## config.mk

```make
export PLATFORM = sky130hd
export DESIGN_NAME = psram_burst_arbiter
export DESIGN_NICKNAME = d
export VERILOG_FILES = /design/src/rtl/psram_burst_arbiter.sv
export SDC_FILE = /design/constraint.sdc
export NUM_CORES = 1
export LEC_CHECK = 0
export CAP_MARGIN = 20
export CORE_MARGIN = 10
export CORE_UTILIZATION = 33
export CTS_CLUSTER_DIAMETER = 60
export DETAILED_ROUTE_END_ITERATION = 7
export PLACE_DENSITY = 0.92
export SKIP_LAST_GASP = 1
export SLEW_MARGIN = 20
export SYNTH_ARGS = -nofsm -noshare
export SYNTH_HDL_FRONTEND = slang
export SYNTH_SLANG_ARGS = --single-unit
```

## constraint.sdc

```tcl
create_clock -name clk -period 2.6 [get_ports clk]
set_clock_uncertainty 0.15 [all_clocks]
set_input_delay 0.52 -clock clk [delete_from_list [all_inputs] [get_ports clk]]
set_output_delay 0.52 -clock clk [all_outputs]
set_load 0.02 [all_outputs]
```

## src/rtl/psram_burst_arbiter.sv

```systemverilog
// psram_burst_arbiter: round-robin write/read burst arbiter for one PSRAM command channel
module psram_burst_arbiter #(
    parameter int ADDR_WIDTH   = 21,
    parameter int DATA_WIDTH   = 32,
    parameter int BURST_BEATS  = 8,
    parameter int CMD_GAP      = 14,
    parameter int READ_TIMEOUT = 64
) (
    input  logic                  clk,
    input  logic                  reset,
    input  logic                  init_done,
    input  logic                  wr_req,
    input  logic [ADDR_WIDTH-1:0] wr_addr,
    output logic                  wr_grant,
    input  logic [DATA_WIDTH-1:0] wr_data_in,
    input  logic [3:0]            wr_mask_in,
    output logic                  wr_data_rd,
    input  logic                  rd_req,
    input  logic [ADDR_WIDTH-1:0] rd_addr,
    output logic                  rd_grant,
    output logic [DATA_WIDTH-1:0] rd_data_out,
    output logic                  rd_data_out_valid,
    output logic                  rd_done,
    output logic                  mem_cmd,
    output logic                  mem_cmd_en,
    output logic [ADDR_WIDTH-1:0] mem_addr,
    output logic [DATA_WIDTH-1:0] mem_wr_data,
    output logic [3:0]            mem_data_mask,
    input  logic [DATA_WIDTH-1:0] mem_rd_data,
    input  logic                  mem_rd_data_valid,
    output logic                  busy,
    output logic                  error
);
    localparam int BW = $clog2(BURST_BEATS + 1);
    localparam int GW = $clog2(CMD_GAP);
    localparam int TW = $clog2(READ_TIMEOUT + 1);

    typedef enum logic [1:0] {WAIT_INIT, IDLE, WRITE_BURST, READ_WAIT} state_t;

    state_t                state_q, state_d;
    logic [BW-1:0]         beat_q, beat_d;
    logic [GW-1:0]         gap_q, gap_d;
    logic [TW-1:0]         to_q, to_d;
    logic                  last_wr_q, last_wr_d;
    logic                  error_q, error_d;
    logic [DATA_WIDTH-1:0] rd_data_q;
    logic                  rd_valid_q, rd_done_q;
    logic                  rd_beat, rd_last, timeout, pick_wr, go;

    assign rd_data_out       = rd_data_q;
    assign rd_data_out_valid = rd_valid_q;
    assign rd_done           = rd_done_q;
    assign error             = error_q;

    // state/counter registers; returned read beats are re-timed by one cycle
    always_ff @(posedge clk) begin
        if (reset) begin
            state_q    <= WAIT_INIT;
            beat_q     <= '0;
            gap_q      <= '0;
            to_q       <= '0;
            last_wr_q  <= 1'b0;
            error_q    <= 1'b0;
            rd_data_q  <= '0;
            rd_valid_q <= 1'b0;
            rd_done_q  <= 1'b0;
        end else begin
            state_q    <= state_d;
            beat_q     <= beat_d;
            gap_q      <= gap_d;
            to_q       <= to_d;
            last_wr_q  <= last_wr_d;
            error_q    <= error_d;
            rd_data_q  <= rd_beat ? mem_rd_data : '0;
            rd_valid_q <= rd_beat;
            rd_done_q  <= rd_last;
        end
    end

    // next state, counters and round-robin pick; the gap counter reaches 0 in the issuing cycle
    always_comb begin
        rd_beat   = state_q == READ_WAIT && mem_rd_data_valid;
        rd_last   = rd_beat && beat_q == BW'(BURST_BEATS - 1);
        timeout   = state_q == READ_WAIT && to_q == TW'(READ_TIMEOUT - 1) && !rd_last;
        gap_d     = mem_cmd_en ? GW'(CMD_GAP - 1) : (gap_q != '0 ? gap_q - GW'(1) : gap_q);
        pick_wr   = wr_req && (!rd_req || !last_wr_q);
        go        = state_q == IDLE && gap_d == '0 && (wr_req || rd_req);
        error_d   = error_q || timeout || (mem_rd_data_valid && state_q != READ_WAIT);
        state_d   = state_q;
        beat_d    = beat_q;
        to_d      = to_q;
        last_wr_d = last_wr_q;
        case (state_q)
            WAIT_INIT: state_d = init_done ? IDLE : WAIT_INIT;
            IDLE: if (go) begin
                state_d   = pick_wr ? WRITE_BURST : READ_WAIT;
                last_wr_d = pick_wr;
                beat_d    = '0;
                to_d      = '0;
            end
            WRITE_BURST: begin
                beat_d  = beat_q == BW'(BURST_BEATS - 1) ? '0 : beat_q + BW'(1);
                state_d = beat_q == BW'(BURST_BEATS - 1) ? IDLE : WRITE_BURST;
            end
            READ_WAIT: begin
                to_d   = to_q == TW'(READ_TIMEOUT) ? to_q : to_q + TW'(1);
                beat_d = beat_q + BW'(rd_beat);
                if (rd_last || timeout) begin
                    state_d = IDLE;
                    beat_d  = '0;
                    to_d    = '0;
                end
            end
            default: state_d = WAIT_INIT;
        endcase
    end

    // command strobes and write data path decoded from the current state
    always_comb begin
        wr_grant      = state_q == WRITE_BURST && beat_q == '0;
        rd_grant      = state_q == READ_WAIT && to_q == '0;
        mem_cmd_en    = wr_grant || rd_grant;
        mem_cmd       = wr_grant;
        mem_addr      = wr_grant ? wr_addr : (rd_grant ? rd_addr : '0);
        wr_data_rd    = state_q == WRITE_BURST;
        mem_wr_data   = wr_data_rd ? wr_data_in : '0;
        mem_data_mask = wr_data_rd ? wr_mask_in : '0;
        busy          = state_q == WRITE_BURST || state_q == READ_WAIT;
    end
endmodule

```

==> results.toml <==
[worst_setup_path]
crit_chain = "or3_1 -> nor4_4 -> buf_12 -> a22o_1 -> clkdlybuf4s15_2"
r2r-end = "to_q[2]"
cpPeakStageDelay_ps = 430
reg2reg_depth = 8
crit_fanout = 24
critPathBufInv = 2
start_kind = "register"
r2r-start = "to_q[1]"
critPathRequiredTime_ps = 1930
endpoint_kind = "primary output"
worst-setup-path-type = "register to primary output"
cp.arrival_ps = 1930
rrSetupSlack_ps = 260
crit_path_top_delay_cell = "or3_1"
crit_family = "simple AND/OR/NAND/NOR gates"

[detailed_routing]
wirelength_mm = 12.0
route.vias.total = 3045
vias_per_cell = 4.95
drt-initial-drc-count = 127
drtAntennaViolNets = 0
first_pass_iters = 4
wl_per_cell_um = 19.5
remaining_drc_errors = 0

[min_path]
hold_path_depth = 2
min-delay-start = "last_wr_q"
holdCritPathClass = "register to register"
min_to = "last_wr_q"

[final_layout]
fillers = 642
mostFrequentLayoutCell = "clkdlybuf4s50_1"
antenna_cells = 0
mostFrequentLayoutCells = "clkdlybuf4s50_1, and2_1, dfxtp_1"
drive_above_1_share_pct = 10.7
num-nets-final = 635
syn2layout_area_growth_pct = 94.0

[placement]
dpl.hpwl_mm = 9.70
place_congestion = 0.953
port_buffers = 213

[run_status]
outcome = "complete, but fails checks"
violations = "negative setup slack"

[floorplan]
io-pin-count = 214
die_y_um = 109
dieArea_sq_um = 11900
die_w_um = 109
core-area_sq_um = 7730
start_util_pct = 33.8
placementRows = 32

[yosys]
ys_seq_elements = 53
synth_edf_count = 0
syn_avg_cell_area_sq_um = 8.86
syn_nets = 418
synth.distinct_cells = 45
yosys_most_used_dff = "dfxtp_1"
ys_async_sr_fraction_pct = 0
netlist_area_sq_um = 2610
seq_area_frac_synth_pct = 40.6
syn_inst = 295
yosysWarnings = 0

[sta]
setup_viol = 1
worst_pin_slew_ps = 804
fin_ws_ps = -4.66
fin_crit_sh_pct = 100
min_period_ps = 2600
rsz0062_at_grt = "yes"
maxSlewViolCount = 0
hold_viol_final = 0
final.setup.tns_ps = -4.66
max_freq_mhz = 384
slew_headroom_pct = 46.2

[clock_tree]
clk-insertion-delay-late_ps = 310
cts-root-buf = "clkbuf_8"
clk_path_buf_depth = 2
h-tree-depth = 2
clk_pin_slew_ps = 100
cts_tree = "built"
cts_buffers = 5
holdBufCountCts = 0
cts_setup_buffers = 0
clock-sinks = 53

[global_route]
grt_first_pass_wirelength_mm = 16.8
grt_usage_pct = 17.9
antenna_found_initial = 0
overflow = 0
grt_pass1_vias = 3008
grt_max_degree = 34

[power]
p_leak_nw = 2.42
p_comb_share_pct = 43.5
internal_power_mw = 1.69
p_seq_share_pct = 34.6
total_power_mw = 2.59
p_per_area_nw_per_um2 = 512
power_switching_mw = 0.901
pwr-share-clk_pct = 21.9
vdd_ir_drop_max_mv = 0.359
swShare_pct = 34.7

[job]
maxCapViolCount = 0
-- what timing repair did --
action	4_1_cts	5_1_grt
endpoints found under the setup margin	61	50
resized for setup	73	33
cloned	1	1
pin swaps	0	1
-- tightest hold or removal path: cells and delay by family, from the launching register on --
family,cells,cell delay [ps]
DFF,1,320
AOI/OAI and AO/OA,2,120
-- stage by stage --
stage | instance area (sq um) | hold WS [ps] | std cells | utilization (%) | worst slack [ps]
2_1_floorplan | 2610 | 304 | 295 | - | 199
3_3_place_gp | 4900 | 314 | 605 | 63.4 | 55.7
3_5_place_dp | 4900 | 329 | 605 | 63.4 | -1.67
4_1_cts | 5030 | 342 | 614 | 65.1 | -95.2
5_1_grt | 5070 | 382 | 615 | 65.6 | -94.1
6_report | 5070 | 332 | 615 | 65.6 | -4.66
-- state kept, by name, summed over array words and instances, names as in the netlist --
register,count
rd_data_out,32
to_q,7
beat_q,4
gap_q,4
state_q,2
error,1
last_wr_q,1
rd_data_out_valid,1
rd_done,1
-- power groups by stage --
stage               registers, mW  logic, mW  clock network (mW)
floorplan                   0.916      0.639                   0
detailed placement          0.914       1.14                   0
finish                      0.897       1.13               0.569
global placement            0.910       1.11                   0
CTS                         0.896       1.12               0.584
global route                0.904       1.21               0.624
-- cells in the mapped netlist, types with 5 or more instances --
library cell,instances,area [sq um]
dfxtp_1,53,1060
o21ai_0,6,30.0
nand3_1,5,25.0
nand2_1,12,45.0
inv_1,14,52.6
a21oi_1,11,55.1
clkbuf_1,16,60.1
a22o_1,22,193
and2_1,69,432
nor2_1,16,60.1
ha_1,7,87.6
o211ai_1,6,45.0
-- worst max path at each step --
stage          startpoint      endpoint  slack [ps]  cells past startpoint
6_report          to_q[2]   mem_addr[6]          -5                      5
5_1_grt           to_q[1]   mem_addr[6]         -90                      7
4_1_cts        state_q[1]      wr_grant        -100                      3
3_5_place_dp      to_q[2]    mem_cmd_en          -2                      6
3_3_place_gp      to_q[1]    mem_cmd_en          60                      8
2_1_floorplan     to_q[2]  mem_addr[11]         200                      4
-- cell type report --
| class | count | area [sq um] | share of cell area [%] |
|---|---|---|---|
| flip-flops and latches | 53 | 1060 | 20.9 |
| repair buffers | 230 | 2310 | 45.5 |
| well taps | 102 | 128 | 2.52 |
| multi-input cells | 208 | 1410 | 27.8 |
| inverters | 14 | 52.6 | 1.04 |
| clock buffers | 5 | 68.8 | 1.36 |
| clock inverters | 3 | 43.8 | 0.864 |
-- kinds of logic after synthesis --
logic type      Yosys count  share of synthesized area [%]
compound gates           66                           18.9
xor+xnor                  3                           1.01
fa+ha+maj                 7                           3.35
buf+inv                  35                           6.08
flops                    53                           40.6
mux                       1                          0.383
simple gates            130                           29.7
-- per-layer routing --
| layer | share of wire (%) | wire (um) | track usage [%] | vias up |
|---|---|---|---|---|
| met5 | 0 | 0 | 0 | - |
| met4 | 2.5 | 297 | 4.33 | 0 |
| met3 | 14 | 1680 | 9.44 | 18 |
| met2 | 47 | 5570 | 30.5 | 197 |
| met1 | 37 | 4420 | 19.1 | 1382 |
| li1 | - | - | - | 1448 |
Power figures use the tool's default switching activity.
